$ cat src/rtl/sl_transmitter_if.sv
// Word-side handshake and two-wire link signals of the SL transmitter.
// The transmitter uses the slave view; a word source / link observer uses master.
interface sl_transmitter_if;
    logic [1:0]  mode;
    logic [31:0] data;
    logic        valid;
    logic        ready;
    logic        sl0;
    logic        sl1;
    logic        sent;

    modport master (output mode, data, valid, input ready, sl0, sl1, sent);
    modport slave  (input mode, data, valid, output ready, sl0, sl1, sent);
endinterface

$ cat src/rtl/sl_transmitter.sv
// SL link transmitter: serializes an 8/16/24/32-bit word MSB first, then an
// odd-parity symbol and a both-low stop symbol, onto the sl0/sl1 pulse lines.
module sl_transmitter #(
    parameter int PULSE_CYCLES = 4,
    parameter int GAP_CYCLES   = 4
) (
    input  logic            clk,
    input  logic            reset_n,
    sl_transmitter_if.slave bus
);

    localparam int MAXC = (PULSE_CYCLES > GAP_CYCLES) ? PULSE_CYCLES : GAP_CYCLES;
    localparam int TW   = (MAXC > 1) ? $clog2(MAXC) : 1;
    localparam logic [TW-1:0] T_PULSE = TW'(PULSE_CYCLES - 1);
    localparam logic [TW-1:0] T_GAP   = TW'(GAP_CYCLES - 1);
    // The IDLE cycle that raises ready/sent doubles as the final stop-gap
    // cycle, so back-to-back words are separated by exactly GAP_CYCLES.
    localparam logic [TW-1:0] T_SGAP  = TW'((GAP_CYCLES > 1) ? GAP_CYCLES - 2 : 0);

    typedef enum logic [2:0] {
        IDLE,
        BIT_LOW,
        BIT_GAP,
        STOP_LOW,
        STOP_GAP
    } state_e;

    state_e        state_q, state_d;
    logic [TW-1:0] tmr_q, tmr_d;
    logic [5:0]    cnt_q, cnt_d;
    logic [32:0]   shift_q, shift_d;
    logic          sl0_q, sl0_d;
    logic          sl1_q, sl1_d;
    logic          ready_q, ready_d;
    logic          sent_q, sent_d;

    logic [32:0]   load_vec;
    logic [5:0]    load_cnt;

    // Word left-aligned in the shifter with its parity bit directly below it.
    always_comb begin
        load_vec = '0;
        load_cnt = '0;
        case (bus.mode)
            2'b00: begin
                load_vec = {bus.data[7:0], ~^bus.data[7:0], 24'b0};
                load_cnt = 6'd9;
            end
            2'b01: begin
                load_vec = {bus.data[15:0], ~^bus.data[15:0], 16'b0};
                load_cnt = 6'd17;
            end
            2'b10: begin
                load_vec = {bus.data[23:0], ~^bus.data[23:0], 8'b0};
                load_cnt = 6'd25;
            end
            default: begin
                load_vec = {bus.data[31:0], ~^bus.data[31:0]};
                load_cnt = 6'd33;
            end
        endcase
    end

    always_comb begin
        state_d = state_q;
        tmr_d   = tmr_q;
        cnt_d   = cnt_q;
        shift_d = shift_q;
        case (state_q)
            IDLE: begin
                if (bus.valid && ready_q) begin
                    state_d = BIT_LOW;
                    tmr_d   = T_PULSE;
                    cnt_d   = load_cnt;
                    shift_d = load_vec;
                end
            end
            BIT_LOW: begin
                if (tmr_q == '0) begin
                    state_d = BIT_GAP;
                    tmr_d   = T_GAP;
                    cnt_d   = cnt_q - 6'd1;
                    shift_d = {shift_q[31:0], 1'b0};
                end else begin
                    tmr_d = tmr_q - 1'b1;
                end
            end
            BIT_GAP: begin
                if (tmr_q == '0) begin
                    state_d = (cnt_q != '0) ? BIT_LOW : STOP_LOW;
                    tmr_d   = T_PULSE;
                end else begin
                    tmr_d = tmr_q - 1'b1;
                end
            end
            STOP_LOW: begin
                if (tmr_q == '0) begin
                    state_d = (GAP_CYCLES > 1) ? STOP_GAP : IDLE;
                    tmr_d   = T_SGAP;
                end else begin
                    tmr_d = tmr_q - 1'b1;
                end
            end
            STOP_GAP: begin
                if (tmr_q == '0) begin
                    state_d = IDLE;
                end else begin
                    tmr_d = tmr_q - 1'b1;
                end
            end
            default: state_d = IDLE;
        endcase
    end

    // Outputs are decoded from the next state so they register cleanly.
    always_comb begin
        sl0_d   = !((state_d == STOP_LOW) || (state_d == BIT_LOW && !shift_d[32]));
        sl1_d   = !((state_d == STOP_LOW) || (state_d == BIT_LOW &&  shift_d[32]));
        ready_d = (state_d == IDLE);
        sent_d  = (state_d == IDLE) && (state_q != IDLE);
    end

    always_ff @(posedge clk or negedge reset_n) begin
        if (!reset_n) begin
            state_q <= IDLE;
            tmr_q   <= '0;
            cnt_q   <= '0;
            shift_q <= '0;
            sl0_q   <= 1'b1;
            sl1_q   <= 1'b1;
            ready_q <= 1'b1;
            sent_q  <= 1'b0;
        end else begin
            state_q <= state_d;
            tmr_q   <= tmr_d;
            cnt_q   <= cnt_d;
            shift_q <= shift_d;
            sl0_q   <= sl0_d;
            sl1_q   <= sl1_d;
            ready_q <= ready_d;
            sent_q  <= sent_d;
        end
    end

    assign bus.sl0   = sl0_q;
    assign bus.sl1   = sl1_q;
    assign bus.ready = ready_q;
    assign bus.sent  = sent_q;

endmodule
$ cat src/flat_wrapper.sv
// flat-port wrapper written by rule: the top's interface ports become plain ports
module sl_transmitter_flat 
#(
    parameter int PULSE_CYCLES = 4,
    parameter int GAP_CYCLES   = 4
)
  (clk, reset_n, bus_mode, bus_data, bus_valid, bus_ready, bus_sl0, bus_sl1, bus_sent);
  sl_transmitter_if bus_i ();
  input  logic clk;
  input  logic reset_n;
  input wire logic [$bits(bus_i.mode)-1:0] bus_mode;
  input wire logic [$bits(bus_i.data)-1:0] bus_data;
  input wire logic [$bits(bus_i.valid)-1:0] bus_valid;
  output wire logic [$bits(bus_i.ready)-1:0] bus_ready;
  output wire logic [$bits(bus_i.sl0)-1:0] bus_sl0;
  output wire logic [$bits(bus_i.sl1)-1:0] bus_sl1;
  output wire logic [$bits(bus_i.sent)-1:0] bus_sent;
  assign bus_i.mode = bus_mode;
  assign bus_i.data = bus_data;
  assign bus_i.valid = bus_valid;
  assign bus_ready = bus_i.ready;
  assign bus_sl0 = bus_i.sl0;
  assign bus_sl1 = bus_i.sl1;
  assign bus_sent = bus_i.sent;
  sl_transmitter #(.PULSE_CYCLES(PULSE_CYCLES), .GAP_CYCLES(GAP_CYCLES)) u_core (.clk(clk), .reset_n(reset_n), .bus(bus_i));
endmodule
$ cat config.mk
export PLATFORM = sky130hd
export DESIGN_NAME = sl_transmitter_flat
export DESIGN_NICKNAME = d
export VERILOG_FILES = /design/src/rtl/sl_transmitter_if.sv /design/src/rtl/sl_transmitter.sv /design/src/flat_wrapper.sv
export SDC_FILE = /design/constraint.sdc
export NUM_CORES = 1
export LEC_CHECK = 0
export BUFFER_PORTS_ARGS = -buffer_cell sky130_fd_sc_hd__clkbuf_2
export CORE_ASPECT_RATIO = 2
export CORE_MARGIN = 2
export CORE_UTILIZATION = 62
export CTS_CLUSTER_DIAMETER = 120
export DETAILED_ROUTE_END_ITERATION = 16
export GPL_ROUTABILITY_DRIVEN = 1
export MAX_ROUTING_LAYER = met4
export PLACE_DENSITY = 0.94
export SKIP_CTS_REPAIR_TIMING = 1
export SYNTH_ARGS = -nofsm -noshare
export SYNTH_HDL_FRONTEND = slang
export SYNTH_SLANG_ARGS = --single-unit
export TNS_END_PERCENT = 20
$ cat constraint.sdc
create_clock -name clk -period 6.55 [get_ports clk]
set_clock_uncertainty 0.1 [all_clocks]
set_input_delay 0.3275 -clock clk [delete_from_list [all_inputs] [get_ports clk]]
set_output_delay 0.3275 -clock clk [all_outputs]
set_load 0.05 [all_outputs]
# After elaboration in Yosys (flattened, before gate mapping)
# Index checks and enable logic that the tools add are counted.
dict set report word_totals {
  elab_cells 66
  out_inout_bits 4
  reg_bits 48
}
dict set report op_classes {
  n_reduce_logical 24
  eq_ne 11
  add_sub_neg 2
  n_mux 20
}
# operator n
set op_table {}
lappend op_table {{$pmux W33 S3} 1}
lappend op_table {{$mux W33} 2}
lappend op_table {{$pmux W33 S2} 1}
lappend op_table {{$reduce_xnor A32 Y1} 1}
lappend op_table {{$reduce_xnor A24 Y1} 1}
lappend op_table {{$pmux W6 S3} 1}
lappend op_table {{$reduce_xnor A16 Y1} 1}
lappend op_table {{$mux W3} 5}
lappend op_table {{$pmux W3 S5} 1}
lappend op_table {{$mux W6} 2}
lappend op_table {{$pmux W6 S2} 1}
lappend op_table {{$mux W2} 5}
lappend op_table {{$eq A3 B2 Y1 const B} 3}
lappend op_table {{$pmux W2 S4} 1}
lappend op_table {{$reduce_xnor A8 Y1} 1}
lappend op_table {{$eq A3 B1 Y1 const B} 2}
lappend op_table {{$logic_not A3 Y1} 2}
lappend op_table {{$reduce_and A3 Y1} 2}
lappend op_table {{$reduce_bool A6 Y1} 1}
lappend op_table {{$sub A6 B1 Y6 const B} 1}
lappend op_table {{$logic_and A1 B1 Y1} 4}
lappend op_table {{$logic_not A2 Y1} 2}
lappend op_table {{$ne A2 B1 Y1 const B} 2}
lappend op_table {{$reduce_bool A4 Y1} 1}
lappend op_table {{10 further kinds} 13}

# Logic depth before layout (Yosys ltp)
dict set report logic_depth {
  word_depth 8
  mapped_depth 10
}

# Worst setup path before layout
# OpenSTA, ideal clock, no wires.
dict set report synth_timing {
  path_type {reg2reg}
  from {register u_core.ready_q, in the netlist u_core.bus.ready}
  to {register u_core.shift_q[12]}
  t_arrival_ns 1.943
  period_less_slack_ns 2.168
  n_path_buf 2
  setup_ns 0.124
  required_ns 6.326
  path_stages_with_launch 8
  slack_ns 4.382
  cell_sequence {dfstp_2 > nand2_1 > nor4_1 > nor2_1 > buf_2 > clkbuf_1 > a22oi_1 > nand2_1}
}
dict set report synth_between {
  elab_chain_cells 3
}
# element line_no
set synth_rtl {}
lappend synth_rtl {{start: declaration} sl_transmitter.sv:34} ;# logic ready_q, ready_d;
lappend synth_rtl {{start signal: assignment} sl_transmitter.sv:140} ;# ready_q <= ready_d;
lappend synth_rtl {{$logic_and A1 B1 Y1} sl_transmitter.sv:71} ;# if (bus.valid && ready_q) begin
lappend synth_rtl {{$ne A2 B1 Y1 (no source line)} --}
lappend synth_rtl {{$reduce_and A3 Y1 (no source line)} --}
lappend synth_rtl {{end signal: assignment} sl_transmitter.sv:137} ;# shift_q <= shift_d;
lappend synth_rtl {{end: declaration} sl_transmitter.sv:31} ;# logic [32:0] shift_q, shift_d;
# No other way between the ends.
# A chain may end at the register's enable or synchronous reset.

# Worst setup path in the final report
dict set report layout_timing {
  from {register u_core.tmr_q[0]}
  to {register u_core.shift_q[8]}
}
dict set report layout_between {
  elab_chain_cells 3
}
# element line_no
set layout_rtl {}
lappend layout_rtl {{start: declaration} sl_transmitter.sv:29} ;# logic [TW-1:0] tmr_q, tmr_d;
lappend layout_rtl {{start signal: assignment} sl_transmitter.sv:135} ;# tmr_q <= tmr_d;
lappend layout_rtl {{$logic_not A2 Y1} sl_transmitter.sv:79} ;# if (tmr_q == '0) begin
lappend layout_rtl {{$ne A2 B1 Y1 (no source line)} --}
lappend layout_rtl {{$reduce_and A3 Y1 (no source line)} --}
# No other way between the ends.

==> flow_summary_export.csv <==
group,metric,value,unit
setup_path,critPathMaxFanout,33,
setup_path,path_common_cell,"buf_4",
layout,nFillCells,318,
clocking,cts_buffer_depth,2,
power,p_int,475,uW
layout,drive_gt1_share,17.6,%
sta,drv_slew,0,
power,pwr-share-comb,21.0,%
floorplanning,fp-row-count,35,
global_route,gr-total-overflow,0,
clocking,htreeDepth,2,
setup_path,cpMaxStageDelayCell,"dfrtp_1",
placement,placed_area,3080,um2
route,met1Wirelength,2760,um
route,dr.first_iter.drc_count,248,
logic_synthesis,syn_inst,311,
route,top_layer,"met4",
route,routedWlPerCell,18.7,um
route,drt_wl_total,7380,um
sta,worstMarginPinSlew,1.08,ns
power,p_sw_share,27.7,%
route,vias,2670,
clocking,cts_buffers,5,
layout,nNetsFinal,383,
sta,worst_slack,3.73,ns
power,netSwitchingPower,182,uW
global_route,grt_pass1_wl,12000,um
logic_synthesis,ys_warn_count,0,
sta,period_minus_slack,2.82,ns
sta,grt_setup_unrepaired,"no",
flow_run,maxCapViolations,0,
floorplanning,die_h,100,um
floorplanning,top_level_ports,41,
power,leakage,1.39,nW
placement,port_buffers,40,
clocking,root_buffer,"clkbuf_8",
global_route,grt_usage,31.3,%
route,vias_per_cell,6.76,
layout,antenna_cells,0,
outcome,run_status,"finished, final reports clean",
floorplanning,core-area,4510,um2
logic_synthesis,synthesis.nets,355,
global_route,grt_pass1_vias,2498,
clocking,clock_sinks,48,
route,ant_nets,0,
power,vdd_ir_drop_max,0.173,mV
setup_path,cp.required,6.64,ns
layout,multi_input_area,1550,um2
setup_path,start_kind,"flip-flop",
sta,relSlewSlack,27.9,%
clocking,clk_pin_slew,0.10,ns
logic_synthesis,seq_area_frac_synth,42.1,%
route,drc,0,
setup_path,setup.worst_path.class,"flip-flop to flip-flop",
floorplanning,die_w,52.1,um
layout,syn_to_final_growth,11.4,%
logic_synthesis,synth_async_sr_flop_share,100,%
sta,hold_violations,0,
logic_synthesis,synth.distinct_cells,40,
logic_synthesis,synth_area_per_cell,9.21,um2
logic_synthesis,synth_edf_count,0,
sta,setup_violations,0,
sta,max_freq,355,MHz
placement,dp_slack,3.65,ns
placement,gp_routability_congestion,0.896,
power,seqPwrFrac,45.1,%
route,dr.pass1.iters,6,
logic_synthesis,ys_seq_elements,48,
power,cellPowerDensity,206,nW/um2
setup_path,worstPathCellList,"inv_1 > ha_1 > nand2_1 > nor3_2 > buf_4 > nor2_2 > buf_4 > a22o_1 > a221o_1",
layout,post-route-cell-area,3190,um2
clocking,cts_tree,"done",
route,wl_met3,663,um
global_route,antenna_found_initial,0,
clocking,insertion_delay,0.31,ns
sta,fin_crit_sh,43.0,%
logic_synthesis,synthFlopType,"dfrtp_1",
global_route,grt_max_degree,49,
setup_path,worstPathArrival,2.91,ns
floorplanning,initial_core_util,63.5,%
logic_synthesis,syn_area,2870,um2
placement,place_hpwl,5010,um
hold_path,hold_path.class,"input pin to asynchronous set/reset pin",
power,clockPowerShare,33.9,%
setup_path,slowest_delay,0.40,ns
layout,regArea,1200,um2
floorplanning,die_area,5210,um2
route,met2_length,3710,um
setup_path,endpoint_kind,"flip-flop",
sta,tns,0,ns
## synth_stat cells (4+ instances only)
library cell  count  area, um2
nand3_1           4       20.0
o21ai_0          35        175
inv_1             9       33.8
a22oi_1          26        195
a21oi_1          15       75.1
nand2_1          35        131
dfrtp_1          45       1130
a222oi_1         13        130
xnor2_1          27        236
a221o_1           7       70.1
clkbuf_1         18       67.6
xor2_1            5       43.8
ha_1              7       87.6
nor2_1           22       82.6
## routing by layer
layer,GRT usage (%),up-vias
met5,-,-
met4,12.3,0
met3,4.17,31
met2,47.1,172
met1,42.7,1271
li1,-,1196
## power by group through the flow
stage	Clock [mW]	Combinational, mW	Sequential, mW
4_1_cts	0.224	0.136	0.296
6_report	0.223	0.138	0.296
5_1_grt	0.234	0.146	0.296
3_3_place_gp	0	0.126	0.302
3_5_place_dp	0	0.132	0.302
2_1_floorplan	0	0.0877	0.302
## cell usage in the layout (no fill, tap or decap), drive strengths merged, types with 2 or more instances in the layout
cell type,netlist,final
mux2,2,2
a221o,8,8
nor2b,3,3
a22oi,26,26
o211ai,3,3
a221oi,2,2
a31oi,2,2
nand3,4,4
a222oi,13,13
nor2,22,22
xnor2,28,28
or3,2,2
inv,9,10
xor2,5,5
nor3,3,3
a22o,2,2
dfrtp,45,45
clkbuf,18,45
o21ai,35,35
dfstp,3,3
ha,7,7
nand2,35,35
buf,4,3
nor3b,3,3
a21oi,15,15
## critical path, delay by kind of cell (launching register included)
kind,cells,cell delay [ns]
simple gates,3,0.53
fa+ha+maj,1,0.36
flops,1,0.40
buf+inv,3,0.77
compound gates,2,0.54
## layout make-up
type                       count  share of cell area (%)
tap                           55                    2.16
inverter                       9                    1.06
multi-input combinational    232                    48.5
clock buffer                   5                    2.16
clock inverter                 3                    1.45
sequential                    48                    37.7
timing repair buffer          43                    6.97
## registers in the layout, summed over array words and instances, names as in the netlist
name	flops
u_core.bus.sent	1
u_core.cnt_q	6
u_core.state_q	3
u_core.shift_q	33
u_core.bus.sl1	1
u_core.bus.sl0	1
u_core.bus.ready	1
u_core.tmr_q	2
## per-stage QoR
step | hold WS (ns) | instances | power (mW) | util, %
2_1_floorplan | -0.0681 | 311 | 0.390 | -
3_3_place_gp | 0.346 | 387 | 0.428 | 68.2
3_5_place_dp | 0.358 | 387 | 0.434 | 68.2
4_1_cts | 0.0262 | 395 | 0.656 | 70.8
5_1_grt | 0.0609 | 395 | 0.676 | 70.8
6_report | 0.0106 | 395 | 0.657 | 70.8
## cells by family (layout without fill, tap and decap cells)
kind of cell | Yosys count | after routing | synth area share, %
and+or+nand+nor | 77 | 77 | 11.7
AOI/OAI and AO/OA | 111 | 111 | 26.7
muxes | 3 | 3 | 1.14
xor gates and xnor gates | 34 | 34 | 11.1
buffers and inverters | 31 | 60 | 4.19
DFF | 48 | 48 | 42.1
adders and majority gates | 7 | 7 | 3.06
## worst paths after layout
path | startpoint | end | slack, ns | depth (start not counted)
min in group clk | bus_valid | u_core.state_q[0] | 0.20 | 3
max reg2reg | u_core.tmr_q[0] | u_core.shift_q[8] | 3.73 | 9
max in group asynchronous | reset_n | u_core.tmr_q[0] | 5.93 | 2
max | u_core.tmr_q[0] | u_core.shift_q[8] | 3.73 | 9
min reg2reg | u_core.shift_q[6] | u_core.shift_q[7] | 0.38 | 2
min | reset_n | u_core.shift_q[21] | 0.01 | 2
(Power assumes the default switching activity.)
